==> config.mk <==
export PLATFORM = sky130hd
export DESIGN_NAME = input_conditioner
export DESIGN_NICKNAME = d
export VERILOG_FILES = /design/src/rtl/battleship_pkg.sv /design/src/rtl/debounce_cell.sv /design/src/rtl/input_conditioner.sv
export SDC_FILE = /design/constraint.sdc
export NUM_CORES = 1
export LEC_CHECK = 0
export BUFFER_PORTS_ARGS = -buffer_cell sky130_fd_sc_hd__buf_2
export CAP_MARGIN = 20
export CORE_UTILIZATION = 24
export CTS_BUF_LIST = sky130_fd_sc_hd__clkbuf_8
export CTS_CLUSTER_DIAMETER = 150
export CTS_CLUSTER_SIZE = 24
export DETAILED_ROUTE_END_ITERATION = 16
export PLACE_DENSITY = 0.49
export SYNTH_ARGS = -nofsm -noshare
export SYNTH_HDL_FRONTEND = slang
export SYNTH_SLANG_ARGS = --single-unit
==> constraint.sdc <==
create_clock -name clk -period 2.2 [get_ports clk]
set_clock_uncertainty 0.15 [all_clocks]
set_input_delay 0.22 -clock clk [delete_from_list [all_inputs] [get_ports clk]]
set_output_delay 0.22 -clock clk [all_outputs]
set_load 0.005 [all_outputs]
==> src/rtl/battleship_pkg.sv <==
// Shared definitions for the battleship game: move encodings, key bit positions and repeat FSM states.
package battleship_pkg;

  localparam logic [3:0] MOV_NONE  = 4'b0000;
  localparam logic [3:0] MOV_LEFT  = 4'b1000;
  localparam logic [3:0] MOV_UP    = 4'b0100;
  localparam logic [3:0] MOV_DOWN  = 4'b0010;
  localparam logic [3:0] MOV_RIGHT = 4'b0001;

  localparam int BTN_LEFT    = 4;
  localparam int BTN_UP      = 3;
  localparam int BTN_DOWN    = 2;
  localparam int BTN_RIGHT   = 1;
  localparam int BTN_CONFIRM = 0;
  localparam int NUM_BTNS    = 5;

  typedef enum logic [1:0] {
    IDLE,
    DELAY,
    REPEAT
  } rep_state_t;

  // Events arrive in mov bit order, so the winner is already a valid one-hot move code.
  function automatic logic [3:0] pick_direction(input logic [3:0] events);
    logic [3:0] winner;
    winner = MOV_NONE;
    if (events[3])      winner = MOV_LEFT;
    else if (events[2]) winner = MOV_UP;
    else if (events[1]) winner = MOV_DOWN;
    else if (events[0]) winner = MOV_RIGHT;
    return winner;
  endfunction

endpackage

==> src/rtl/debounce_cell.sv <==
// One key: synchroniser into a stability-counting debouncer, with a press (rising level) event.
module debounce_cell #(
  parameter int SYNC_STAGES     = 2,
  parameter int DEBOUNCE_CYCLES = 500_000
) (
  input  logic clk,
  input  logic rst,
  input  logic raw_n,
  output logic level,
  output logic press
);

  localparam int CNT_W = $clog2(DEBOUNCE_CYCLES + 1);

  logic [SYNC_STAGES-1:0] sync;
  logic [CNT_W-1:0]       cnt;
  logic                   level_d;
  logic                   synced;

  always_ff @(posedge clk or negedge rst) begin
    if (!rst) begin
      sync <= '1;
    end else begin
      sync <= {sync[SYNC_STAGES-2:0], raw_n};
    end
  end

  assign synced = ~sync[SYNC_STAGES-1];

  // The level only moves after the synced key disagrees with it for DEBOUNCE_CYCLES straight cycles.
  always_ff @(posedge clk or negedge rst) begin
    if (!rst) begin
      cnt     <= '0;
      level   <= 1'b0;
      level_d <= 1'b0;
    end else begin
      level_d <= level;
      if (synced == level) begin
        cnt <= '0;
      end else if (cnt == CNT_W'(DEBOUNCE_CYCLES - 1)) begin
        level <= synced;
        cnt   <= '0;
      end else begin
        cnt <= cnt + CNT_W'(1);
      end
    end
  end

  assign press = level & ~level_d;

endmodule

==> src/rtl/input_conditioner.sv <==
// Battleship key front end: five debounced keys, priority-arbitrated direction moves with auto-repeat.
module input_conditioner
  import battleship_pkg::*;
#(
  parameter int SYNC_STAGES     = 2,
  parameter int DEBOUNCE_CYCLES = 500_000,
  parameter int REPEAT_DELAY    = 25_000_000,
  parameter int REPEAT_RATE     = 10_000_000
) (
  input  logic       clk,
  input  logic       rst,
  input  logic [4:0] btn_raw,
  output logic [3:0] mov,
  output logic       confirm,
  output logic [4:0] btn_level
);

  localparam int RCNT_MAX = (REPEAT_DELAY > REPEAT_RATE) ? REPEAT_DELAY : REPEAT_RATE;
  localparam int RCNT_W   = $clog2(RCNT_MAX + 1);

  logic [NUM_BTNS-1:0] press;
  logic [3:0]          new_dir;
  logic [3:0]          dir;
  logic                dir_held;
  logic                rcnt_done;
  logic [RCNT_W-1:0]   rcnt;
  rep_state_t          state;

  for (genvar i = 0; i < NUM_BTNS; i++) begin : g_key
    debounce_cell #(
      .SYNC_STAGES    (SYNC_STAGES),
      .DEBOUNCE_CYCLES(DEBOUNCE_CYCLES)
    ) u_cell (
      .clk  (clk),
      .rst  (rst),
      .raw_n(btn_raw[i]),
      .level(btn_level[i]),
      .press(press[i])
    );
  end

  assign new_dir   = pick_direction(press[BTN_LEFT:BTN_RIGHT]);
  assign dir_held  = |(btn_level[BTN_LEFT:BTN_RIGHT] & dir);
  assign rcnt_done = (state == DELAY) ? (rcnt == RCNT_W'(REPEAT_DELAY - 1))
                                      : (rcnt == RCNT_W'(REPEAT_RATE - 1));

  // A fresh direction press always wins; otherwise a released key beats a repeat expiry.
  always_ff @(posedge clk or negedge rst) begin
    if (!rst) begin
      state   <= IDLE;
      dir     <= MOV_NONE;
      rcnt    <= '0;
      mov     <= MOV_NONE;
      confirm <= 1'b0;
    end else begin
      mov     <= MOV_NONE;
      confirm <= press[BTN_CONFIRM];
      case (state)
        IDLE: begin
          if (new_dir != MOV_NONE) begin
            mov   <= new_dir;
            dir   <= new_dir;
            rcnt  <= '0;
            state <= DELAY;
          end
        end
        DELAY, REPEAT: begin
          if (new_dir != MOV_NONE) begin
            mov   <= new_dir;
            dir   <= new_dir;
            rcnt  <= '0;
            state <= DELAY;
          end else if (!dir_held) begin
            rcnt  <= '0;
            state <= IDLE;
          end else if (rcnt_done) begin
            mov   <= dir;
            rcnt  <= '0;
            state <= REPEAT;
          end else begin
            rcnt <= rcnt + RCNT_W'(1);
          end
        end
        default: begin
          rcnt  <= '0;
          state <= IDLE;
        end
      endcase
    end
  end

endmodule

==> impl_metrics.py <==
metrics = {
    "logic_synthesis": {
        "syn_nets": 763,
        "synth-seq-area-share": 0.505,
        "netlist_instances": 746,
        "postSynthRegisterBits": 151,
        "postSynth.topFlopCell": "sky130_fd_sc_hd__dfrtp_1",
        "postSynth.asyncResetShare": 1.00,
        "syn_area_per_cell_sq_um": 10.1,
        "synth-warning-count": 0,
        "post_synth_num_cell_types": 57,
        "synthesis.area_sq_um": 7510,
        "synth-edff-count": 0,
    },
    "sta": {
        "finalWorstSetupSlack_ns": 0.0956,
        "fmax_mhz": 475,
        "report.final.setup_viol": 0,
        "worst-slew-pin-transition_ns": 0.534,
        "drv_slew": 0,
        "finalHoldViolCount": 0,
        "period_minus_slack_ns": 2.10,
        "unrepaired_setup_endpoints_after_global_routing": "no",
        "timing.slew.headroom": 0.641,
        "min_period_over_period": 0.957,
    },
    "floorplan": {
        "floorplan.core_area_sq_um": 30700,
        "num_rows": 64,
        "num_io_pins": 17,
        "die_area_sq_um": 32000,
        "die_height_um": 179,
        "initial_core_util": 0.245,
        "die_width_um": 179,
    },
    "place": {
        "place_congestion": 0.776,
        "buffer_ports.inserted": 16,
        "dpl.hpwl_mm": 10.0,
        "dp_worst_setup_slack_ns": -0.0193,
    },
    "clock_network": {
        "clk-insertion-delay-late_ns": 0.46,
        "cts-buffers-inserted": 17,
        "clk_transition_reported_paths_ns": 0.09,
        "cts.root.buffer_cell": "sky130_fd_sc_hd__clkbuf_8",
        "cts-htree-levels": 4,
        "tritoncts": "yes",
        "numClockSinks": 151,
        "clk_path_buf_depth": 2,
    },
    "layout": {
        "share_of_final_layout_standard_cells_stronger_than_drive_strength_1": 0.164,
        "multi_input_comb_area_sq_um": 3520,
        "postLayoutCoreUtil": 0.286,
        "antenna_cells": 0,
        "syn2layout_area_growth_pct": 16.7,
        "layout_fillers": 3225,
        "most-common-layout-cells": "146 x sky130_fd_sc_hd__nor2_1, 141 x sky130_fd_sc_hd__dfrtp_1, 62 x sky130_fd_sc_hd__xnor2_1, 54 x sky130_fd_sc_hd__nand2_1",
        "layout.area.seq_sq_um": 3790,
        "final_common_cell": "sky130_fd_sc_hd__nor2_1",
        "final_net_count": 810,
    },
    "global_route": {
        "groute.usage.overall": 0.101,
        "grt_overflow": 0,
        "grt_start_max_net_pins": 51,
        "antenna_violations_before_repair": 0,
        "global_route_wire_length_before_repair_mm": 25.8,
        "grt_pass1_vias": 5246,
    },
    "critical_path": {
        "critPathRequiredTime_ns": 2.45,
        "critical_path_arrival_ns": 2.35,
        "critical_path_s_most_frequent_cell": "sky130_fd_sc_hd__buf_4",
        "cp-end-kind": "register",
        "timing.critical_path.max_delay_family": "simple AND/OR/NAND/NOR gates",
        "critical_path.cell_chain": "buf_4, ha_4, nor4_2, o22ai_2, buf_4, nor4_4, buf_4, a2bb2o_2",
        "timing.critical_path.fanout_max": 5,
        "timing.setup.critical_path_class": "register to register",
        "cp_num_buf_inv": 3,
        "worstSetupStartpointType": "register",
        "max_stage_delay_ns": 0.38,
        "critical_path.slowest_cell": "sky130_fd_sc_hd__dfrtp_1",
    },
    "route": {
        "drc": 0,
        "routed_wl_mm": 14.3,
        "route.antenna.remaining_nets": 0,
        "drt_first_iter_violations": 198,
        "detail_route.first_pass.iterations": 4,
        "vias_per_cell": 4.31,
        "detailroute.via_count": 5180,
        "wl_per_cell_um": 11.9,
    },
    "power_and_ir_drop": {
        "power_per_cell_area_nw_per_um2": 584,
        "power_leakage_nw": 3.60,
        "ir_drop_mv": 0.362,
    },
    "min_path": {
        "worst_hold_path_type": "input pin to async pin",
    },
    "outcome": {
        "result_of_the_run": "completed",
    },
    "run": {
        "drv.max_cap_violation_count": 0,
    },
}
layer usage:
| metal | track usage | vias up | routed length (um) |
|---|---|---|---|
| met4 | 0.0392 | 0 | 195 |
| met2 | 0.159 | 30 | 6660 |
| met3 | 0.0257 | 12 | 314 |
| li1 | - | 2623 | - |
| met5 | 0 | - | 0 |
| met1 | 0.132 | 2515 | 7150 |
timing repair:
item,CTS,global route
endpoints found under the hold margin,107,0
endpoints found under the setup margin,21,28
setup buffers,0,2
hold buffers,6,0
pin swaps,1,6
gates resized for setup,2,11
area by class of cell:
class	count	share of cell area
Clock buffer	18	0.0283
Multi-Input combinational cell	542	0.402
Inverter	27	0.0116
Timing Repair Buffer	54	0.0527
Sequential cell	151	0.433
Tap cell	396	0.0566
Clock inverter	14	0.0160
state kept, by name, summed over array words and instances, names as in the netlist:
register	flops
confirm	1
dir	4
g_key.u_cell.sync	10
g_key.u_cell.level_d	5
mov	4
g_key.u_cell.cnt	95
rcnt	25
state	2
g_key.u_cell.level	5
final timing paths:
check,start,to,slack (ns),depth (start not counted)
max,state[0]$_DFFE_PN0P_,mov[3]$_DFF_PN0_,0.1,8
min,rst,g_key[0].u_cell.cnt[4]$_DFF_PN0_,0.11,2
max reg2reg,state[0]$_DFFE_PN0P_,mov[3]$_DFF_PN0_,0.1,8
min reg2reg,g_key[1].u_cell.sync[0]$_DFF_PN1_,g_key[1].u_cell.sync[1]$_DFF_PN1_,0.21,0
max in group asynchronous,rst,g_key[2].u_cell.sync[1]$_DFF_PN1_,1.04,3
min in group clk,g_key[1].u_cell.sync[0]$_DFF_PN1_,g_key[1].u_cell.sync[1]$_DFF_PN1_,0.21,0
power breakdown:
group          internal (mW)  switching (mW)
Sequential              2.81          0.0272
Combinational         0.0604           0.108
Clock                  0.954            1.15
synthesized netlist by cell type (3+ instances only):
cell	n	area, sq um
sky130_fd_sc_hd__a211oi_1	4	30.0
sky130_fd_sc_hd__a211oi_2	3	37.5
sky130_fd_sc_hd__a21oi_1	4	20.0
sky130_fd_sc_hd__a22o_1	3	26.3
sky130_fd_sc_hd__and2_1	4	25.0
sky130_fd_sc_hd__and3_1	8	50.1
sky130_fd_sc_hd__and4_1	9	78.8
sky130_fd_sc_hd__buf_2	6	30.0
sky130_fd_sc_hd__buf_4	13	97.6
sky130_fd_sc_hd__clkbuf_1	4	15.0
sky130_fd_sc_hd__dfrtp_1	141	3530
sky130_fd_sc_hd__dfstp_2	10	263
sky130_fd_sc_hd__ha_1	10	125
sky130_fd_sc_hd__inv_1	27	101
sky130_fd_sc_hd__mux2i_1	4	40.0
sky130_fd_sc_hd__nand2_1	54	203
sky130_fd_sc_hd__nand2b_1	4	25.0
sky130_fd_sc_hd__nand3_1	46	230
sky130_fd_sc_hd__nand3b_1	7	52.6
sky130_fd_sc_hd__nand4_1	17	106
sky130_fd_sc_hd__nand4_2	3	37.5
sky130_fd_sc_hd__nor2_1	146	548
sky130_fd_sc_hd__nor2b_1	3	18.8
sky130_fd_sc_hd__nor3_1	20	100
sky130_fd_sc_hd__nor3_2	3	30.0
sky130_fd_sc_hd__nor4_1	11	68.8
sky130_fd_sc_hd__nor4_2	5	62.6
sky130_fd_sc_hd__nor4_4	5	106
sky130_fd_sc_hd__o2111ai_1	4	35.0
sky130_fd_sc_hd__o211ai_1	8	60.1
sky130_fd_sc_hd__o21ai_0	9	45.0
sky130_fd_sc_hd__o31ai_1	3	22.5
sky130_fd_sc_hd__or2_1	3	18.8
sky130_fd_sc_hd__or2_2	5	31.3
sky130_fd_sc_hd__or3_1	4	25.0
sky130_fd_sc_hd__xnor2_1	62	543
sky130_fd_sc_hd__xor2_1	46	403
cell families after synthesis:
group,Yosys count,synth area share
adders and majority gates,10,0.0167
DFF,151,0.505
and+or+nand+nor,370,0.258
buffers and inverters,53,0.0362
AOI/OAI and AO/OA,50,0.0530
muxes,4,0.00533
xor gates and xnor gates,108,0.126
stage by stage:
step | hold slack (ns) | setup TNS (ns) | cell area, sq um | total power [mW] | instances
detailed placement | 0.0644 | -0.151 | 8220 | 3.07 | 1162
floorplan | -0.226 | 0 | 7510 | 2.96 | 746
CTS | 0.0999 | 0 | 8680 | 5.23 | 1200
global placement | 0.0580 | 0 | 8220 | 3.06 | 1162
finish | 0.114 | 0 | 8760 | 5.11 | 1202
global route | 0.142 | 0 | 8760 | 5.38 | 1202
Note: power is estimated with default switching activity, not from simulation.
